File: src/rtl/sram_pin_arbiter.sv
// Two-port round-robin arbiter that sequences read/write requests onto the
// nibble-serial SRAM pin bus; each SRAM beat is an L (clk low) and H (clk high) cycle.
`timescale 1ns/1ps

module sram_pin_arbiter #(
    parameter int unsigned AW = 3,
    parameter int unsigned DW = 8,
    parameter int unsigned NW = 4
) (
    input  logic          clk,
    input  logic          reset,
    input  logic          req0_valid,
    output logic          req0_ready,
    input  logic          req0_we,
    input  logic [AW-1:0] req0_addr,
    input  logic [DW-1:0] req0_wdata,
    output logic          rsp0_valid,
    output logic [DW-1:0] rsp0_rdata,
    input  logic          req1_valid,
    output logic          req1_ready,
    input  logic          req1_we,
    input  logic [AW-1:0] req1_addr,
    input  logic [DW-1:0] req1_wdata,
    output logic          rsp1_valid,
    output logic [DW-1:0] rsp1_rdata,
    output logic          sram_clk,
    output logic          sram_we,
    output logic          sram_oe,
    output logic          sram_commit,
    output logic [NW-1:0] sram_nib,
    input  logic [DW-1:0] sram_dout
);

    typedef enum logic [3:0] {
        IDLE, W_LO_L, W_LO_H, W_HI_L, W_HI_H, W_CM_L, W_CM_H, R_L, R_H, R_CAP
    } state_t;

    state_t        state;
    logic          last_grant;
    logic          cur_id;
    logic [AW-1:0] cur_addr;
    logic [DW-1:0] cur_wdata;

    logic          idle_c;
    logic          grant0_c;
    logic          grant1_c;
    logic          sel_we_c;
    logic [AW-1:0] sel_addr_c;
    logic [DW-1:0] sel_wdata_c;

    // Grant decision: a lone requester wins, contention goes to the port not served last.
    always_comb begin
        idle_c      = (state == IDLE) && !reset;
        grant0_c    = idle_c && req0_valid && (!req1_valid || last_grant);
        grant1_c    = idle_c && req1_valid && (!req0_valid || !last_grant);
        sel_we_c    = grant1_c ? req1_we    : req0_we;
        sel_addr_c  = grant1_c ? req1_addr  : req0_addr;
        sel_wdata_c = grant1_c ? req1_wdata : req0_wdata;
    end

    assign req0_ready = grant0_c;
    assign req1_ready = grant1_c;

    // Sequencer: strobes and nibble change only on entry to L states; H states only raise sram_clk.
    always_ff @(posedge clk) begin
        if (reset) begin
            state       <= IDLE;
            last_grant  <= 1'b1;
            cur_id      <= 1'b0;
            cur_addr    <= '0;
            cur_wdata   <= '0;
            sram_clk    <= 1'b0;
            sram_we     <= 1'b0;
            sram_oe     <= 1'b0;
            sram_commit <= 1'b0;
            sram_nib    <= '0;
            rsp0_valid  <= 1'b0;
            rsp1_valid  <= 1'b0;
            rsp0_rdata  <= '0;
            rsp1_rdata  <= '0;
        end else begin
            rsp0_valid <= 1'b0;
            rsp1_valid <= 1'b0;
            case (state)
                IDLE: begin
                    if (grant0_c || grant1_c) begin
                        cur_id     <= grant1_c;
                        last_grant <= grant1_c;
                        cur_addr   <= sel_addr_c;
                        cur_wdata  <= sel_wdata_c;
                        if (sel_we_c) begin
                            state    <= W_LO_L;
                            sram_we  <= 1'b1;
                            sram_nib <= sel_wdata_c[NW-1:0];
                        end else begin
                            state    <= R_L;
                            sram_oe  <= 1'b1;
                            sram_nib <= NW'(sel_addr_c);
                        end
                    end
                end
                W_LO_L: begin
                    state    <= W_LO_H;
                    sram_clk <= 1'b1;
                end
                W_LO_H: begin
                    state    <= W_HI_L;
                    sram_clk <= 1'b0;
                    sram_nib <= cur_wdata[DW-1:NW];
                end
                W_HI_L: begin
                    state    <= W_HI_H;
                    sram_clk <= 1'b1;
                end
                W_HI_H: begin
                    state       <= W_CM_L;
                    sram_clk    <= 1'b0;
                    sram_we     <= 1'b0;
                    sram_commit <= 1'b1;
                    sram_nib    <= NW'(cur_addr);
                end
                W_CM_L: begin
                    state    <= W_CM_H;
                    sram_clk <= 1'b1;
                end
                W_CM_H: begin
                    state       <= IDLE;
                    sram_clk    <= 1'b0;
                    sram_commit <= 1'b0;
                    sram_nib    <= '0;
                    if (cur_id) rsp1_valid <= 1'b1;
                    else        rsp0_valid <= 1'b1;
                end
                R_L: begin
                    state    <= R_H;
                    sram_clk <= 1'b1;
                end
                R_H: begin
                    state    <= R_CAP;
                    sram_clk <= 1'b0;
                end
                R_CAP: begin
                    state    <= IDLE;
                    sram_oe  <= 1'b0;
                    sram_nib <= '0;
                    if (cur_id) begin
                        rsp1_valid <= 1'b1;
                        rsp1_rdata <= sram_dout;
                    end else begin
                        rsp0_valid <= 1'b1;
                        rsp0_rdata <= sram_dout;
                    end
                end
                default: begin
                    state       <= IDLE;
                    sram_clk    <= 1'b0;
                    sram_we     <= 1'b0;
                    sram_oe     <= 1'b0;
                    sram_commit <= 1'b0;
                    sram_nib    <= '0;
                end
            endcase
        end
    end

endmodule

File: config.mk
export PLATFORM = sky130hd
export DESIGN_NAME = sram_pin_arbiter
export DESIGN_NICKNAME = d
export VERILOG_FILES = /design/src/rtl/sram_pin_arbiter.sv
export SDC_FILE = /design/constraint.sdc
export NUM_CORES = 1
export LEC_CHECK = 0
export CAP_MARGIN = 20
export CORE_AREA = 5 5 72 74
export CTS_BUF_LIST = sky130_fd_sc_hd__clkbuf_16
export CTS_CLUSTER_SIZE = 25
export DETAILED_ROUTE_END_ITERATION = 8
export DIE_AREA = 0 0 77 79
export GPL_ROUTABILITY_DRIVEN = 0
export PLACE_DENSITY = 0.74
export SYNTH_ARGS = -nofsm -noshare
export SYNTH_HDL_FRONTEND = slang
export SYNTH_SLANG_ARGS = --single-unit
File: constraint.sdc
create_clock -name clk -period 2.25 [get_ports clk]
set_input_delay 0.45 -clock clk [delete_from_list [all_inputs] [get_ports clk]]
set_output_delay 0.45 -clock clk [all_outputs]
set_load 0.01 [all_outputs]
# [Word level (Yosys, flattened, before mapping)]
# Cells that the tools add are included.
[totals] input_bits=36 latchBits=0 elab_cells=77 mem_bits_ro=0 register_bits=43 memories=0 ram_bits=0
[op_classes] n_reduce_logical=27 eq_ne=12 div=0 add_sub_neg=0 mul=0 shifts=0 n_lt_le_gt_ge=0 bitwise_logic=5 muxes=19
[ops] cell="$pmux W4 S8" count=1
[ops] cell="$reduce_or A8 Y1" count=3
[ops] cell="$eq A4 B3 Y1 const B" count=4
[ops] cell="$pmux W4 S4" count=1
[ops] cell="$mux W4" count=3
[ops] cell="$eq A4 B2 Y1 const B" count=2
[ops] cell="$eq A4 B4 Y1 const B" count=2
[ops] cell="$mux W8" count=1
[ops] cell="$pmux W1 S2" count=4
[ops] cell="$reduce_and A2 Y1" count=4
[ops] cell="$mux W1" count=7
[ops] cell="$mux W3" count=2
[ops] cell="$reduce_and A3 Y1" count=2
[ops] cell="$reduce_or A2 Y1" count=3
[ops] cell="$logic_and A1 B1 Y1" count=5
[ops] cell="$not A1 Y1" count=5
[ops] cell="$reduce_or A5 Y1" count=1
[ops] cell="$eq A4 B1 Y1 const B" count=1
[ops] cell="$logic_not A1 Y1" count=4
[ops] cell="$logic_not A4 Y1" count=1
[ops] cell="$ne A2 B2 Y1 const B" count=2
[ops] cell="$reduce_or A4 Y1" count=1
[ops] cell="$logic_or A1 B1 Y1" count=3
[ops] cell="$ne A2 B1 Y1 const B" count=1

# [Longest topological paths before layout]
[depth] depth_word=8 ltp_mapped=6 depth_no_buf=4

# [Least setup slack after synthesis]
# Ideal clock, no wire load.
[synth_path] kind="input -> register" start="input reset" end="register cur_addr[1]" arrival_time_ns=1.884 setup_slack_ns=0.286 stages=6 required_time_ns=2.170 path_cell_list="clkbuf_1 -> or3_1 -> nor3_1 -> buf_2 -> nor2_1 -> a211oi_2"
[synth_via] elab_chain_len=6
[synth_lines] element="start, declared" line_no="11" text="input logic reset,"
[synth_lines] element="$logic_not A1 Y1" line_no="53" text="idle_c = (state == IDLE) && !reset;"
[synth_lines] element="$logic_and A1 B1 Y1" line_no="53"
[synth_lines] element="$logic_and A1 B1 Y1, on equally long branches (2 in a row)" line_no="54, 55"
[synth_lines] element="$logic_or A1 B1 Y1" line_no="86" text="if (grant0_c || grant1_c) begin"
[synth_lines] element="$reduce_and A2 Y1 (no line)"
[synth_lines] element="end signal, assigned" line_no="89" text="cur_addr <= sel_addr_c;"
[synth_lines] element="end, declared" line_no="41" text="logic [AW-1:0] cur_addr;"
# Parallel ways exist; a longest one is shown, timed or not.
# A chain may end at the register's enable or synchronous reset.

# [Worst setup path after layout]
[layout_path] start="register state[3]" end="output req0_ready"
[layout_via] elab_chain_len=4
[layout_lines] element="start, declared" line_no="38" text="state_t state;"
[layout_lines] element="start signal, assigned" line_no="67" text="state <= IDLE;"
[layout_lines] element="start signal, assigned" line_no="92" text="state <= W_LO_L;"
[layout_lines] element="start signal, assigned" line_no="96" text="state <= R_L;"
[layout_lines] element="$logic_not A4 Y1" line_no="53"
[layout_lines] element="$logic_and A1 B1 Y1" line_no="53"
[layout_lines] element="$logic_and A1 B1 Y1 (2 in a row)" line_no="54" text="grant0_c = idle_c && req0_valid && (!req1_valid || last_grant);"
[layout_lines] element="end, declared" line_no="13" text="output logic req0_ready,"
# Every way passes these cells.

==> impl_metrics.csv <==
group,metric,value,unit
routing,drcViolationCount,0,
worst_setup_path,cp.required,1.80,ns
sta,report.final.slew_viol_count,0,
sta,finalSetupTns,0,ns
yosys,synth_top_family_by_area,"simple AND/OR/NAND/NOR gates",
power,ir_drop,427,uV
worst_setup_path,end_kind,"output port",
yosys,ys.flop_type,"dfxtp_1",
global_route,grt_max_degree,21,
layout,layout-drive-gt1-share,15.8,%
yosys,avgSynthCellArea,8.90,um^2
layout,instances_no_fill,351,
sta,finalHoldViolations,0,
yosys,yosysTopAreaCell,"dfxtp_1",
yosys,yosys.area_share.simple,21.6,%
yosys,ys_seq_elements,39,
global_route,track_usage,17.9,%
cts,clk_pin_slew_worst_paths,0.06,ns
layout,syn_to_final_growth,52.1,%
floorplan,die_area,0.00608,mm^2
cts,numCtsBuffers,5,
routing,num_vias,1880,
yosys,synthAdderAreaFrac,0.526,%
yosys,syn_inst,214,
worst_hold_path,hp-class,"reg -> reg",
cts,htreeDepth,2,
cts,worstSkewPairLatency,0.28,ns
yosys,synth_area,0.00190,mm^2
sta,fmax,0.467,GHz
cts,clockBufferDepth,2,
yosys,netlist.area_leader.share,41.0,%
power,p_leak,1.15,nW
sta,slew_headroom,67.3,%
worst_setup_path,slowest_stage,"or4_4",
place,dp.cells,343,
power,finalPower,2.13,mW
sta,period_minus_slack,2.14,ns
yosys,synth_mux_area_share,12.1,%
global_route,antenna_found_initial,0,
sta,fin_hold_ws,0.470,ns
yosys,synthArstFlopShare,0,%
sta,grt_setup_unrepaired,"no",
sta,worst_slack,0.111,ns
yosys,synth_edf_count,0,
floorplan,initial_core_util,42.0,%
yosys,synth-seq-area-share,41.0,%
cts,cts_tree,"built",
yosys,synth-compound-area-share,20.2,%
place,port_buffers,63,
cts,root_buffer,"clkbuf_16",
worst_setup_path,critPathMaxStageDelay,0.58,ns
yosys,yosys.area_share.xor_xnor,0,%
outcome,status,"finished clean",
floorplan,fp.dieH,79,um
sta,setup_violations,0,
floorplan,std_cell_rows,25,
sta,skew,0.00361,ns
run,cap_violations,0,
layout,fillCellCount,389,
worst_setup_path,cp_max_fo,4,
layout,fin_util,63.9,%
worst_setup_path,cp_top_family,"simple AND/OR/NAND/NOR gates",
floorplan,io_pins,64,
global_route,gr-total-overflow,0,
cts,cts_sinks,39,
routing,wl_per_cell,15.4,um
routing,firstDrtPassIters,4,
worst_setup_path,path_class,"reg -> out",
yosys,ys_warn_count,0,
place,dp.final_hpwl,4070,um
layout,fin_nets,332,
worst_setup_path,worstPathArrival,1.69,ns
sta,fin_crit_sh,95.1,%
yosys,synthesis.nets,250,
routing,drt-initial-drc-count,94,
floorplan,die_w,77,um
yosys,synth_area_leaders,"dfxtp_1, mux2i_1, nor2_1",
routing,wirelength,5410,um
layout,fin_area,0.00290,mm^2
routing,ant_nets,0,
global_route,grt_pass1_wl,8940,um
routing,viasPerCell,5.36,
place,dpl_cell_area,0.00273,mm^2
layout,diodes,0,
worst_setup_path,worstSetupStartpointType,"register",
worst_setup_path,cp_cell_sequence,"or4_4 > nor3_2 > dlygate4sd2_1",
place,pre_cts_ws,-0.124,ns
yosys,yosys.cell_types.count,41,
global_route,grt_pass1_vias,1859,
floorplan,coreArea,0.00454,mm^2
power,power_density,734,mW/mm^2
sta,worst_slew_pin_slew,0.488,ns
worst_setup_path,critPathBufInv,1,
## routing by layer
layer  GRT usage (%)  up-vias  part of all wire (%)
met4            5.33        0                  0.94
met1            21.5      868                    44
met2            29.0       63                    46
li1                -      942                     -
met3            7.60        7                   8.9
met5               0        -                     0
## state kept, by name, summed over array words and instances (netlist names)
name	flops
rsp0_valid	1
rsp0_rdata	8
cur_wdata	4
cur_id	1
last_grant	1
state	4
sram_oe	1
cur_addr	3
rsp1_rdata	8
sram_nib	4
sram_commit	1
sram_we	1
rsp1_valid	1
sram_clk	1
## path summary, 6_finish.rpt
check	end	cells after the start	start	slack (ns)
max reg2reg	cur_addr[2]	5	state[3]	0.50
min	sram_nib[3]	2	sram_nib[3]	0.47
min reg2reg	sram_nib[3]	2	sram_nib[3]	0.47
max	req0_ready	3	state[3]	0.11
## cell families (layout without fill, tap and decap cells)
logic type,count (synthesis),in the layout
fa+ha+maj,1,1
mux,23,23
compound gates,48,48
simple gates,84,84
buf+inv,19,102
flops,39,39
## what timing repair did
action                     4_1_cts  5_1_grt
setup endpoints to repair        2        1
hold buffers                     0        0
setup buffers                    0        0
resized for setup                2        1
## worst min-delay path, delay by kind of cell (launching register included)
family	cells	cell delay [ns]
AO/OA/AOI/OAI	2	0.11
flip-flops	1	0.33
## power by group
part / switching (mW) / leakage (nW) / internal (mW) / total, mW
Combinational: 0.273 / 0.746 / 0.270 / 0.543
Sequential: 0.0334 / 0.317 / 0.748 / 0.781
Clock: 0.278 / 0.0838 / 0.522 / 0.801
## layout make-up
class                   count  area [um^2]  area share, %
flip-flops and latches     39          781           27.0
clock buffers               5          125           4.32
repair buffers             88          816           28.2
multi-input cells         156         1040           35.9
well taps                  54         67.6           2.33
clock inverters             3         43.8           1.51
inverters                   6         22.5          0.778
## synthesized netlist by cell type (all sizes together) (2+ instances only)
master / number
dfxtp: 39
a22o: 3
clkbuf: 7
buf: 6
nor2: 37
a32oi: 3
nand2: 16
or3: 2
nand4: 2
a21oi: 8
mux2i: 23
a31oi: 2
a2bb2oi: 2
nor4: 4
nand3: 4
a211oi: 10
o21ai: 2
o21bai: 2
nor2b: 3
a21boi: 3
or2: 3
nand4b: 4
o2111ai: 2
inv: 6
o31ai: 5
a2111oi: 2
nor3: 6
## layout by cell type (no fill, tap or decap), types with 4 or more instances in the layout
cell              n
nand4b_1          4
nor4_1            4
a211oi_2          5
a21oi_1           8
buf_4            25
inv_1             6
dfxtp_1          39
clkbuf_16         5
clkdlybuf4s50_1  61
nand2_1          16
nand3_1           4
o31ai_1           5
nor2_1           37
a211oi_1          5
mux2i_1          23
Note: power is estimated with default switching activity, not from simulation.
==> RTL edit (config.mk and constraints unchanged) <==
Re-encode `state_t` (10 states) as Gray code, 4 bits wide.
--- a/src/rtl/sram_pin_arbiter.sv
+++ b/src/rtl/sram_pin_arbiter.sv
@@ -32,7 +32,7 @@
 );
 
     typedef enum logic [3:0] {
-        IDLE, W_LO_L, W_LO_H, W_HI_L, W_HI_H, W_CM_L, W_CM_H, R_L, R_H, R_CAP
+        IDLE = 4'b0000, W_LO_L = 4'b0001, W_LO_H = 4'b0011, W_HI_L = 4'b0010, W_HI_H = 4'b0110, W_CM_L = 4'b0111, W_CM_H = 4'b0101, R_L = 4'b0100, R_H = 4'b1100, R_CAP = 4'b1101
     } state_t;
 
     state_t        state;
Behaviour: same outputs for any inputs over 10 cycles, from zero or initial values and one cycle with reset high; not proved beyond that.
==> RTL edit against the unedited design <==
  * Wire length down 2.4%
  * Sequential cell count unchanged
  * Final cell count shrank 1.4%
  * Largest power group is now sequential cells
  * Final area is 1.9% lower
  * Power is 12% higher
  * Highest routed layer unchanged
  * Setup slack better by 0.072 ns
  * Synthesized area is 2.0% lower
  * Clock skew rose by 0.00090 ns
==> RTL edit: results (changes against the unedited design) <==
[metrics] Setup Skew: 0.004512 ns (+0.0009008 ns)
[metrics] Overall Global Routing Usage: 17.47% (-0.39 points)
[metrics] run status: finished, final reports clean
[metrics] multiplexer fraction of the synthesized cell area: 16.09% (+4.0 points)
[metrics] count of placed standard cells including taps: 337 (-1.7%)
[metrics] drt initial violations: 143 (+52%)
[metrics] wire length of the first global-routing pass: 8645 um (-3.3%)
[metrics] post-synthesis sequential area ratio: 41.82% (+0.82 points)
[metrics] total iterations of the first detailed-routing run: 5 (+1)
[metrics] tightest slew margin relative to the limit: 65.11% (-2.2 points)
[metrics] clock latency of the later-clocked register in the worst-skew pair: 0.28 ns (about the same)
[metrics] fill cell count: 387 (-0.51%)
[metrics] post-synthesis cell type count: 40 (-2.4%)
[metrics] adder-cell area share of the yosys netlist: 0% (-0.53 points)
[metrics] Place WS: -0.07317 ns (+0.05090 ns)
[metrics] Critical Path Fanout Max: 3 (-1)
[metrics] ant diodes: 0 (unchanged)
[metrics] Yosys warnings: 0 (unchanged)
[metrics] cell with the largest stage delay on the worst path: dfxtp_1
[metrics] Min-Delay Path Class: reg -> reg
[metrics] pin count of the biggest net entering global routing: 32 (+52%)
[metrics] wire per inst: 15.26 um (-0.99%)
[metrics] Synth area leaders: dfxtp_1 42%, mux2i_1 16%, nor2_1 8.0%
[metrics] antenna violations before repair: 0 (unchanged)
[metrics] Worst IR Drop VDD: 0.4257 mV (-0.35%)
[metrics] nets: 327 (-1.5%)
[metrics] cell leakage power: 1.181 nW (+2.9%)
[metrics] count of input and output buffers: 63 (unchanged)
[metrics] overall routed net length: 5280 um (-2.4%)
[metrics] max incr delay on CP: 0.33 ns (-0.25 ns)
[metrics] final HPWL from detailed placement: 3899 um (-4.2%)
[metrics] DR vias: 1834 (-2.4%)
[metrics] fraction of final layout cells with drive strength greater than 1: 13.70% (-2.1 points)
[metrics] top cell types by occurrence after synthesis: 40 x nor2_1, 39 x dfxtp_1, 30 x mux2i_1
[metrics] synthesized area per cell: 8.932 sq um (+0.37%)
[metrics] syn nets: 245 (-2.0%)
[metrics] final hold viol count: 0 (unchanged)
[metrics] Arr. time, crit path: 1.62 ns (-0.07 ns)
[metrics] post-synthesis compound-gate area fraction: 15.68% (-4.5 points)
[metrics] net switching power figure: 786.1 uW (+34%)
RTL edit: cell count changes in the layout (fill, tap and decap cells not counted), sizes merged, moves of 5 or more:
| cell | before | now |
|---|---|---|
| o31ai | 5 | 0 |
| mux2i | 23 | 30 |
| nand2 | 16 | 21 |
| a211oi | 10 | 3 |
RTL edit: kinds of logic after synthesis:
group / count (synthesis)
AND/OR/NAND/NOR: 84
flip-flops: 39
buffers and inverters: 17
multiplexers: 30
AO/OA/AOI/OAI: 39
RTL edit: worst paths after layout:
kind               startpoint     endpoint  slack, ns  cells after the start
setup reg to reg     state[2]  sram_nib[2]       0.45                      6
hold reg to reg   sram_nib[1]  sram_nib[1]       0.48                      1
setup / recovery     state[2]   req0_ready       0.18                      5
hold / removal    sram_nib[1]  sram_nib[1]       0.48                      1
RTL edit: worst reg2reg max path, stage by stage (launching register included):
cell	delay [ns]
dfxtp_1	0.38
buf_4	0.20
nor2b_1	0.22
buf_4	0.19
nand2_1	0.11
o21ai_0	0.42
o2bb2ai_1	0.19
RTL edit: area by class of cell:
class | instances | area (sq um) | area share (%)
multi-input combinational | 153 | 1012 | 35.62
timing repair buffer | 88 | 815.8 | 28.71
sequential | 39 | 780.7 | 27.48
clock buffer | 5 | 125.1 | 4.403
tap | 54 | 67.56 | 2.378
clock inverter | 3 | 25.02 | 0.8807
inverter | 4 | 15.01 | 0.5284
RTL edit: what timing repair did:
action                     in CTS  in global routing
resized for setup               2                  0
buffers inserted                1                  0
setup endpoints to repair       2                  0
RTL edit: power by group through the flow:
stage / combinational [mW] / sequential, mW / clock [mW]
after floorplan: 0.466 / 0.854 / 0
after global placement: 0.792 / 0.856 / 0
final: 0.838 / 0.843 / 0.700
after global routing: 0.920 / 0.852 / 0.749
after CTS: 0.834 / 0.843 / 0.719
after detailed placement: 0.804 / 0.855 / 0
RTL edit: stage by stage:
| step | hold WS (ns) | instance area [sq um] |
|---|---|---|
| final | 0.4773 | 2841 |
| after CTS | 0.4800 | 2841 |
| after global routing | 0.5042 | 2841 |
| after global placement | 0.4692 | 2686 |
| after floorplan | 0.4681 | 1867 |
| after detailed placement | 0.4546 | 2686 |
RTL edit: layer usage:
layer | GRT usage, % | vias to the layer above | wire length, um | part of all wire, %
met4 | 6.701 | 0 | 102 | 1.9
met2 | 30.22 | 53 | 2715 | 51
li1 | - | 915 | - | -
met5 | 0 | - | 0 | 0
met3 | 4.308 | 10 | 272 | 5.2
met1 | 20.83 | 856 | 2189 | 41
